===== src/rtl/mul_pkg.sv =====
// Shared types and constants for the sequential Booth multiplier.
package mul_pkg;

    typedef enum logic [1:0] {IDLE, CALC, DONE} state_t;

    localparam int MUL_WIDTH = 32;

    // Iteration counter must hold WIDTH itself, hence the extra bit.
    function automatic int cnt_width(input int w);
        return $clog2(w) + 1;
    endfunction

endpackage


===== src/rtl/booth_step.sv =====
// One radix-2 Booth iteration: conditional add/sub of M into A, then an
// arithmetic right shift of the {A,Q,q_m1} chain by one bit.
module booth_step #(
    parameter int WIDTH = 32
) (
    input  logic [WIDTH:0]   a_i,
    input  logic [WIDTH-1:0] q_i,
    input  logic             qm1_i,
    input  logic [WIDTH:0]   m_i,
    output logic [WIDTH:0]   a_o,
    output logic [WIDTH-1:0] q_o,
    output logic             qm1_o
);

    logic [WIDTH:0] sum;

    always_comb begin
        sum = a_i;
        unique case ({q_i[0], qm1_i})
            2'b01:   sum = a_i + m_i;
            2'b10:   sum = a_i - m_i;
            default: sum = a_i;
        endcase
    end

    assign {a_o, q_o, qm1_o} = {sum[WIDTH], sum, q_i};

endmodule


===== src/rtl/booth_mul.sv =====
// Sequential radix-2 Booth signed multiplier, one step per clock.
// Optional overflow flag built when BOOTH_MUL_OVF_EN is defined.
module booth_mul
    import mul_pkg::*;
#(
    parameter int WIDTH = MUL_WIDTH
) (
    input  logic               clk,
    input  logic               rst,
    input  logic               start,
    input  logic [WIDTH-1:0]   x_in,
    input  logic [WIDTH-1:0]   y_in,
    output logic               ready,
    output logic               busy,
    output logic               done,
    output logic [2*WIDTH-1:0] product
`ifdef BOOTH_MUL_OVF_EN
    ,
    output logic               ovf
`endif
);

    localparam int CW = cnt_width(WIDTH);

    state_t             state_q;
    logic [WIDTH:0]     m_q, a_q, a_d;
    logic [WIDTH-1:0]   q_q, q_d;
    logic               qm1_q, qm1_d;
    logic [CW-1:0]      cnt_q;
    logic [2*WIDTH-1:0] prod_q, prod_d;

    booth_step #(.WIDTH(WIDTH)) u_step (
        .a_i  (a_q),
        .q_i  (q_q),
        .qm1_i(qm1_q),
        .m_i  (m_q),
        .a_o  (a_d),
        .q_o  (q_d),
        .qm1_o(qm1_d)
    );

    // Bit WIDTH of A only guards the add/sub and never reaches the product.
    assign prod_d = {a_d[WIDTH-1:0], q_d};

`ifdef BOOTH_MUL_OVF_EN
    logic ovf_q, ovf_d;
    assign ovf_d = ~((&prod_d[2*WIDTH-1:WIDTH-1]) | ~(|prod_d[2*WIDTH-1:WIDTH-1]));
    assign ovf   = ovf_q;
`endif

    always_ff @(posedge clk or negedge rst) begin
        if (!rst) begin
            state_q <= IDLE;
            m_q     <= '0;
            a_q     <= '0;
            q_q     <= '0;
            qm1_q   <= 1'b0;
            cnt_q   <= '0;
            prod_q  <= '0;
`ifdef BOOTH_MUL_OVF_EN
            ovf_q   <= 1'b0;
`endif
        end else begin
            unique case (state_q)
                IDLE: if (start) begin
                    m_q     <= {x_in[WIDTH-1], x_in};
                    a_q     <= '0;
                    q_q     <= y_in;
                    qm1_q   <= 1'b0;
                    cnt_q   <= CW'(WIDTH);
                    state_q <= CALC;
                end
                CALC: begin
                    a_q   <= a_d;
                    q_q   <= q_d;
                    qm1_q <= qm1_d;
                    cnt_q <= cnt_q - CW'(1);
                    if (cnt_q == CW'(1)) begin
                        prod_q  <= prod_d;
`ifdef BOOTH_MUL_OVF_EN
                        ovf_q   <= ovf_d;
`endif
                        state_q <= DONE;
                    end
                end
                DONE:    state_q <= IDLE;
                default: state_q <= IDLE;
            endcase
        end
    end

    assign ready   = (state_q == IDLE);
    assign busy    = (state_q == CALC);
    assign done    = (state_q == DONE);
    assign product = prod_q;

endmodule


===== config.mk =====
export PLATFORM = sky130hd
export DESIGN_NAME = booth_mul
export DESIGN_NICKNAME = d
export VERILOG_FILES = /design/src/rtl/mul_pkg.sv /design/src/rtl/booth_step.sv /design/src/rtl/booth_mul.sv
export SDC_FILE = /design/constraint.sdc
export NUM_CORES = 1
export LEC_CHECK = 0
export BUFFER_PORTS_ARGS = -buffer_cell sky130_fd_sc_hd__buf_4
export CAP_MARGIN = 25
export CORE_MARGIN = 5
export CORE_UTILIZATION = 45
export DETAILED_ROUTE_END_ITERATION = 8
export GPL_ROUTABILITY_DRIVEN = 1
export PLACE_DENSITY = 0.71
export SETUP_SLACK_MARGIN = 0.05
export SLEW_MARGIN = 40
export SYNTH_ARGS = -nofsm -noshare
export SYNTH_HDL_FRONTEND = slang
export SYNTH_SLANG_ARGS = --single-unit

===== constraint.sdc =====
create_clock -name clk -period 5.2 [get_ports clk]
set_clock_uncertainty 0.15 [all_clocks]
set_input_delay 1.56 -clock clk [delete_from_list [all_inputs] [get_ports clk]]
set_output_delay 1.56 -clock clk [all_outputs]
set_load 0.05 [all_outputs]

# Word level (Yosys, flattened, before mapping)

Cells that the tools add are included.

Reductions and logical operators: 6
Muxes and demuxes: 12
Add/sub/neg operators: 3
Equal/unequal tests: 7

Operators with widths:

| kind                                                  | number |
|---|---|
| one-hot mux 33 bit (2 select lines)                   | 2 |
| one-hot mux 32 bit (2 select lines)                   | 1 |
| adder 33 bit                                          | 1 |
| 2-to-1 mux 33 bit                                     | 1 |
| subtractor 33 bit                                     | 1 |
| 2-to-1 mux 32 bit                                     | 1 |
| one-hot mux 6 bit (2 select lines)                    | 1 |
| AND reduction 2 bit                                   | 4 |
| equality test 6 x 1 -> 1 bit, second input constant   | 1 |
| 2-to-1 mux 6 bit                                      | 1 |
| subtractor 6 x 1 -> 6 bit, second input constant      | 1 |
| equality test 2 x 1 -> 1 bit, second input constant   | 2 |
| equality test 2 bit, second input constant            | 2 |
| 2-to-1 mux 2 bit                                      | 2 |
| one-hot mux 2 bit (2 select lines)                    | 1 |
| logical NOT 2 bit                                     | 1 |
| inequality test 2 x 1 -> 1 bit, second input constant | 1 |
| inequality test 2 bit, second input constant          | 1 |
| one-hot mux 1 bit (2 select lines)                    | 1 |
| nonzero test 2 bit                                    | 1 |
| 2-to-1 mux 1 bit                                      | 1 |

Output and inout bits: 67
Flip-flop bits (word level): 170
Bits of input ports: 67
Logic and storage cells: 35

# Logic depth before layout (Yosys ltp)

Gate-level depths: netlist of the first run.

Word-level depth: 3
Gate-level depth with buffers: 17
Depth with buffers taken out: 16

# Hierarchy

Synthesis of the first run repeated with hierarchy kept, for this count alone.

Cell total of the unflattened synthesis: 1097
Area, all modules: 9999.6 µm²

By module, submodules not included:

| module     | area each (µm²) | sequential area each (µm²) | times used | cells an instance |
|---|---|---|---|---|
| booth_mul  | 6817.8          | 4254.1                     | 1          | 597 |
| booth_step | 3181.8          | 0.0                        | 1          | 500 |

# Worst setup path before layout of the first run

OpenSTA, ideal clock, no wires.

Path kind: flip-flop to flip-flop
Start: register m_q[9]
End: register prod_q[63] (netlist: product[63])
Required time: 4.919 ns
Slack: 1.393 ns
Clock period less this slack: 3.807 ns
Cell stages (with the launch flop): 17
Library setup time: 0.131 ns
Path buffers: 1
Data arrival time: 3.526 ns
Path through: dfrtp_1 or3_1 nor3_4 nor2b_1 and2_2 nor2_1 xnor2_1 ha_1 clkbuf_1 nand4_1 or3_1 a21oi_1 o21ai_0 and3_1 a211oi_2 xor2_1 o21ai_1

Word-level cells in the longest chain between the ends: 2
Elaborated cells on any way between the ends: 3
Classes of those cells: add/sub (2); mux (1)

Ends and longest elaborated chain:

| element                                           | line                               | text |
|---|---|---|
| from (decl)                                       | booth_mul.sv:26                    | `logic [WIDTH:0] m_q, a_q, a_d;` |
| from (signal assigned)                            | booth_mul.sv:66                    | `m_q <= {x_in[WIDTH-1], x_in};` |
| subtractor 33 bit or adder 33 bit (tied branches) | booth_step.sv:21, booth_step.sv:20 |  |
| one-hot mux 33 bit (2 select lines) (*)           | booth_step.sv:19                   | `unique case ({q_i[0], qm1_i})` |
| to (signal assigned)                              | booth_mul.sv:79                    | `prod_q <= prod_d;` |
| to (decl)                                         | booth_mul.sv:30                    | `logic [2*WIDTH-1:0] prod_q, prod_d;` |

Every way passes the cells marked *; elsewhere a longest branch is shown, timed or not.
A chain may end at the register's enable or synchronous reset.

# Final worst setup path of the first run

Ends and elaborated chain as after synthesis.

==> results of run 1 <==
==> per-stage QoR <==
stage	instances	worst slack (ns)	hold slack [ns]
final	1473	1.03	0.331
after global routing	1473	0.654	0.349
after CTS	1472	1.05	0.333
after detailed placement	1440	1.08	0.314
after global placement	1440	1.14	0.310
after floorplan	1087	1.39	0.296
==> worst max path at each step <==
stage / cells after the start / endpoint / from
after floorplan: 16 / product[63]$_DFFE_PN0P_ / m_q[9]$_DFFE_PN0P_
after global placement: 15 / product[63]$_DFFE_PN0P_ / m_q[9]$_DFFE_PN0P_
after detailed placement: 15 / product[63]$_DFFE_PN0P_ / m_q[9]$_DFFE_PN0P_
after CTS: 16 / a_q[25]$_DFFE_PN0P_ / m_q[9]$_DFFE_PN0P_
after global routing: 15 / product[63]$_DFFE_PN0P_ / m_q[9]$_DFFE_PN0P_
final: 15 / product[63]$_DFFE_PN0P_ / m_q[9]$_DFFE_PN0P_
==> cell type report <==
type | instances | area share (%)
Clock buffer | 17 | 3.84
Clock inverter | 15 | 1.84
Inverter | 21 | 0.711
Multi-Input combinational cell | 837 | 42.3
Sequential cell | 169 | 38.1
Tap cell | 270 | 3.05
Timing Repair Buffer | 144 | 10.1
==> layout by cell type (no fill, tap or decap), types with 3 or more instances in the layout <==
master,instances
a211o_1,3
a211oi_1,3
a21o_1,15
a21oi_1,57
a22oi_1,31
a31oi_1,13
and2_1,8
and3_1,9
buf_4,140
clkbuf_16,17
clkinv_8,5
dfrtp_1,169
ha_1,36
inv_1,20
inv_8,6
mux2i_1,9
nand2_1,309
nand2b_1,4
nand3_1,41
nand4_1,9
nor2_1,52
nor2b_1,7
nor3_1,16
nor4_1,4
o211ai_1,5
o21a_1,4
o21ai_0,90
o21ai_1,4
o21bai_1,4
o31a_1,5
o31ai_1,6
or3_1,7
xnor2_1,40
xor2_1,13
==> synth_stat cells, types with 3 or more instances <==
library cell  instances  area, sq um
a211o_1               3         26.3
a211oi_1              3         22.5
a21o_1               15          113
a21oi_1              57          285
a22oi_1              31          233
a31oi_1              13         81.3
and2_1                9         56.3
and3_1                9         56.3
clkbuf_1             59          221
dfrtp_1             169         4230
ha_1                 36          450
inv_1                21         78.8
mux2i_1               9         90.1
nand2_1             311         1170
nand2b_1              5         31.3
nand3_1              41          205
nand4_1               9         56.3
nor2_1               53          199
nor2b_1               7         43.8
nor3_1               16         80.1
nor4_1                4         25.0
o211ai_1              5         37.5
o21a_1                4         30.0
o21ai_0              90          450
o21ai_1               4         20.0
o21bai_1              4         30.0
o31a_1                5         43.8
o31ai_1               6         45.0
or3_1                 7         43.8
xnor2_1              40          350
xor2_1               13          114
==> layer usage <==
metal  GRT usage, %  vias up  wire length (um)
met3           4.35       44              1200
met1           26.0     3796             10300
met5              0        -                 0
met2           34.1      177             11600
li1               -     3942                 -
met4           8.15        0               810
==> logic make-up after synthesis <==
group | count (synthesis) | share of synthesized area, %
AOI/OAI and AO/OA | 253 | 16.8
xor gates and xnor gates | 53 | 5.04
adders and majority gates | 37 | 5.11
buffers and inverters | 81 | 3.30
DFF | 169 | 45.9
muxes | 11 | 1.22
and+or+nand+nor | 483 | 22.6
==> flip-flops by register name, summed over array words and instances (netlist names) <==
signal   cells
a_q         32
q_q         32
state_q      2
cnt_q        6
qm1_q        1
m_q         32
product     64
==> worst min-delay path: stages, from the launching register on <==
cell and delay [ns]:
dfrtp_1 0.35, nand2_1 0.05, nand2_1 0.05
==> results.tsv, run 1 <==
stage	metric	value	unit
sta	slew_headroom	49.5	%
cells_and_area	drive_above_1_share	16.3	%
setup_path	path_class	reg2reg	
route	post_drt_wl_per_cell	16.2	um
synth	netlist_area	0.00921	sq mm
synth	ys.flop_type	dfrtp_1	
cts	clk_pin_slew_worst_paths	0.08	ns
place	port_buffers	133	
cts	cts-resized-gates	0	
sta	max_freq	240	MHz
die	die_w	153	um
die	num_io_pins	134	
setup_path	critPathLaunchType	register	
sta	hold_violations	0	
setup_path	r2r_slack	1.03	ns
sta	final.min_clock_period	4.17	ns
die	start_util	45.7	%
setup_path	end_kind	register	
cells_and_area	seq_area	0.00423	sq mm
route	drc	0	
grt	grt_pass1_vias	7814	
die	die_y	153	um
cts	h-tree-depth	4	
setup_path	r2r-end	product[63]$_DFFE_PN0P_	
setup_path	path_max_fanout	8	
cts	tritoncts	done	
cells_and_area	nets	1294	
worst_hold_path	hp-start	product[19]$_DFFE_PN0P_	
job	cap_viol_max_count	0	
cts	cts_root_buf	clkbuf_16	
synth	synth_async_sr_flop_share	100	%
grt	grt_usage	20.4	%
grt	overflow	0	
sta	post-route-period-util	80.3	%
setup_path	worstPathCellList	or3_1, nor3_4, nor2b_1, and2_2, nor2_1, xnor2_1, ha_1, nand4_1, or3_1, a21oi_1, o21ai_0, and3_1, a211oi_2, xor2_1, o21ai_1	
setup_path	crit_slowest_cell	or3_1	
grt	antenna_found_initial	0	
place	placed_area	0.0104	sq mm
setup_path	cp.buffers_inverters	0	
outcome	status	finished clean	
route	via_per_inst	5.40	
synth	yosysWarnings	0	
worst_hold_path	whs_endpoint	product[19]$_DFFE_PN0P_	
die	dieArea	0.0234	sq mm
setup_path	cpPeakStageDelay	0.44	ns
route	dr_total_vias	7959	
cts	cts.path.max_buffers	2	
die	rows	52	
setup_path	timing.rr.start	m_q[9]$_DFFE_PN0P_	
sta	worst_slew_pin_slew	0.755	ns
route	dr.pass1.iters	5	
cells_and_area	postLayoutCoreUtil	55.0	%
synth	synth_cell_types	54	
worst_hold_path	hp-class	reg2reg	
cts	cts_made_buffers	17	
setup_path	reg2reg_depth	15	
setup_path	cp_common_cell	or3_1	
synth	mappedNetlistNets	1191	
die	coreArea	0.0202	sq mm
sta	rsz0062_at_grt	false	
cells_and_area	multi_input_area	0.00469	sq mm
synth	ys_seq_area_share	45.9	%
cells_and_area	fin_area	0.0111	sq mm
grt	grt_max_degree	102	
synth	syn_inst	1087	
cts	ctsHoldBuffers	0	
sta	tns	0	ns
sta	maxSlewViolCount	0	
route	drt_iter0_markers	496	
cts	clkSinkCount	169	
synth	synth_edf_count	0	
synth	syn_avg_cell_area	8.47	sq um
setup_path	required	5.34	ns
sta	setup_violations	0	
cts	post_cts_buffers	0	
cts	clock_latency	0.43	ns
route	routed_wl	23.9	mm
grt	grt_first_pass_wirelength	39.6	mm
cells_and_area	synthToLayoutAreaGrowth	20.4	%
cells_and_area	n_antenna_cell	0	
route	final_antenna_net_count	0	
place	place_congestion	0.883	
place	place_hpwl	16.7	mm
synth	synth_seq_cells	169	
cells_and_area	fill_cells	1877	
setup_path	cp.arrival	4.31	ns
setup_path	cpLargestDelayFamily	simple AND/OR/NAND/NOR gates	
worst_hold_path	hold_path_depth	2	
Power of run 1 is left out: the tool's default activity adds up to more than one toggle a clock period on the data nets, which glitch-free logic cannot reach.
==> inputs of run 2 (changes only) <==
--- a/config.mk
+++ b/config.mk
@@ -5,6 +5,7 @@
 export SDC_FILE = /design/constraint.sdc
 export NUM_CORES = 1
 export LEC_CHECK = 0
+export ABC_AREA = 1
 export BUFFER_PORTS_ARGS = -buffer_cell sky130_fd_sc_hd__buf_4
 export CAP_MARGIN = 25
 export CORE_MARGIN = 5
==> constraint.sdc (replaced) <==
create_clock -name clk -period 4 [get_ports clk]
set_clock_uncertainty 0.15 [all_clocks]
set_input_delay 1.2 -clock clk [delete_from_list [all_inputs] [get_ports clk]]
set_output_delay 1.2 -clock clk [all_outputs]
set_load 0.05 [all_outputs]
==> results.tsv, run 2 <==
stage	metric	value	unit
outcome	status	finished clean	
setup_path	cp_common_cell	nand2_1	
synth	yosys.area_share.simple	26.9	%
route	drc	0	
die	rows	54	
cells_and_area	layout_common_cells	nand2_1 (413), dfrtp_1 (169), buf_4 (143)	
cts	cts_made_buffers	17	
synth	netlist_area	0.00990	sq mm
cells_and_area	nets	1543	
synth	synth-compound-area-share	14.4	%
synth	mappedNetlistNets	1422	
synth	syn_inst	1318	
synth	synth_cell_types	46	
setup_path	cp.buffers_inverters	2	
worst_hold_path	hp-class	reg2reg	
cts	clock_latency	0.43	ns
grt	antenna_found_initial	0	
sta	max_freq	274	MHz
sta	tns	0	ns
synth	syn_avg_cell_area	7.51	sq um
die	coreArea	0.0218	sq mm
sta	slew_headroom	52.5	%
place	place_congestion	0.968	
synth	synth_edf_count	0	
cells_and_area	n_antenna_cell	0	
cts	cts.path.max_buffers	2	
route	dr_total_vias	9114	
setup_path	path_class	reg2reg	
place	place_hpwl	21.2	mm
cells_and_area	largest_reg_flops	64	
synth	synthXorXnorAreaFrac	3.10	%
route	routed_wl	28.8	mm
die	dieArea	0.0251	sq mm
die	num_io_pins	134	
place	placed_cells	1700	
cells_and_area	finalNonFillerCells	1732	
synth	ys.flop_type	dfrtp_1	
cells_and_area	layout_commonest_cell	nand2_1	
cts	clkSinkCount	169	
cts	post_cts_buffers	0	
setup_path	end_kind	register	
cts	cts_root_buf	clkbuf_16	
cts	clk_pin_slew_worst_paths	0.08	ns
synth	synth_mux_area_share	0.202	%
cells_and_area	synthToLayoutAreaGrowth	19.3	%
grt	grt_usage	23.7	%
synth	ys_seq_area_share	42.7	%
grt	grt_pass1_vias	8902	
synth	yosys.area.top_type	dfrtp_1	
cells_and_area	drive_above_1_share	15.8	%
die	die_y	158	um
route	final_antenna_net_count	0	
place	port_buffers	133	
die	die_w	158	um
sta	worst_slew_pin_slew	0.712	ns
synth	synthAdderAreaFrac	4.75	%
setup_path	cp.arrival	3.82	ns
sta	rsz0062_at_grt	false	
synth	synth_seq_cells	169	
cts	h-tree-depth	4	
sta	hold_violations	0	
synth	synth_top_area_share	42.7	%
synth	yosys-top-cells-count	nand2_1 (413), dfrtp_1 (169), inv_1 (140), nor2_1 (91)	
setup_path	worstPathCellList	inv_1, ha_1, nand2_1, nor2_2, nand3_1, nor2_1, a21oi_1, xor2_1, inv_1, ha_1, a21oi_1, o21ai_0, a21oi_2, nor2_1, nor2_1, nand2_1, nand2_1, nand3_1, nand3_1, nand2_1	
setup_path	crit_slowest_cell	dfrtp_1	
sta	final.min_clock_period	3.64	ns
job	cap_viol_max_count	0	
synth	synth_area_leaders	dfrtp_1 (43%), nand2_1 (16%), inv_1 (5.3%)	
sta	maxSlewViolCount	0	
synth	yosysWarnings	0	
die	start_util	45.5	%
sta	setup_violations	0	
route	post_drt_wl_per_cell	16.6	um
synth	synth_top_family_by_area	simple AND/OR/NAND/NOR gates	
synth	yosysMostFrequentCell	nand2_1	
setup_path	cpLargestDelayFamily	simple AND/OR/NAND/NOR gates	
route	drt_iter0_markers	621	
route	via_per_inst	5.26	
synth	synth_async_sr_flop_share	100	%
grt	grt_max_degree	113	
sta	post-route-period-util	91.1	%
setup_path	cpPeakStageDelay	0.38	ns
setup_path	path_max_fanout	5	
grt	grt_first_pass_wirelength	47.0	mm
route	dr.pass1.iters	5	
setup_path	required	4.18	ns
cts	tritoncts	done	
grt	overflow	0	
setup_path	critPathLaunchType	register	
## run 2: repair_timing
action,in CTS,in global routing
hold buffers,0,0
gates resized for setup,0,4
hold endpoints to repair,0,0
endpoints found under the setup margin,0,7
## run 2: per-layer routing
metal / track usage (%) / share of wire [%] / up-vias
met5: 0 / 0 / -
met4: 5.40 / 1.2 / 0
met3: 5.33 / 6.2 / 20
met2: 36.6 / 45 / 255
met1: 34.3 / 47 / 4332
li1: - / - / 4507
## run 2: layout make-up
class | instances | area (sq um)
fillers | 2038 | 9940
clock buffers | 17 | 425
repair buffers | 147 | 1140
multi-input cells | 957 | 4900
well taps | 280 | 350
flip-flops and latches | 169 | 4230
clock inverters | 15 | 210
inverters | 147 | 553
## run 2: logic make-up (layout without fill, tap and decap cells)
| group | after synthesis | count (layout) |
|---|---|---|
| mux | 2 | 2 |
| flops | 169 | 169 |
| compound gates | 249 | 249 |
| fa+ha+maj | 37 | 37 |
| simple gates | 634 | 634 |
| xor+xnor | 35 | 35 |
| buf+inv | 192 | 326 |
## run 2: path summary, 6_finish.rpt
check                      depth (start not counted)                      end                    start  slack, ns
max in group asynchronous                          2     cnt_q[5]$_DFFE_PN0P_                      rst       2.28
min in group asynchronous                          1  product[61]$_DFFE_PN0P_                      rst       0.56
hold reg to reg                                    2  product[63]$_DFFE_PN0P_  product[63]$_DFFE_PN0P_       0.33
setup / recovery                                  20      a_q[26]$_DFFE_PN0P_       m_q[0]$_DFFE_PN0P_       0.36
hold / removal                                     2  product[63]$_DFFE_PN0P_  product[63]$_DFFE_PN0P_       0.33
setup reg to reg                                  20      a_q[26]$_DFFE_PN0P_       m_q[0]$_DFFE_PN0P_       0.36
## run 2: through the flow
stage | instance area, sq um | hold WS (ns) | util (%) | setup slack (ns)
3_5_place_dp | 11200 | 0.317 | 51.3 | 0.325
5_1_grt | 11800 | 0.351 | 54.3 | 0.0796
4_1_cts | 11800 | 0.337 | 54.2 | 0.306
3_3_place_gp | 11200 | 0.309 | 51.3 | 0.415
6_report | 11800 | 0.333 | 54.3 | 0.357
2_1_floorplan | 9900 | 0.303 | - | 1.07
## run 2: worst reg2reg max path, delay by kind of cell (launching register included)
family	cells	cell delay, ns
simple gates	11	1.24
buf+inv	2	0.19
fa+ha+maj	2	0.55
xor+xnor	1	0.18
compound gates	4	0.86
flops	1	0.38
Power of run 2 is left out for the same reason.
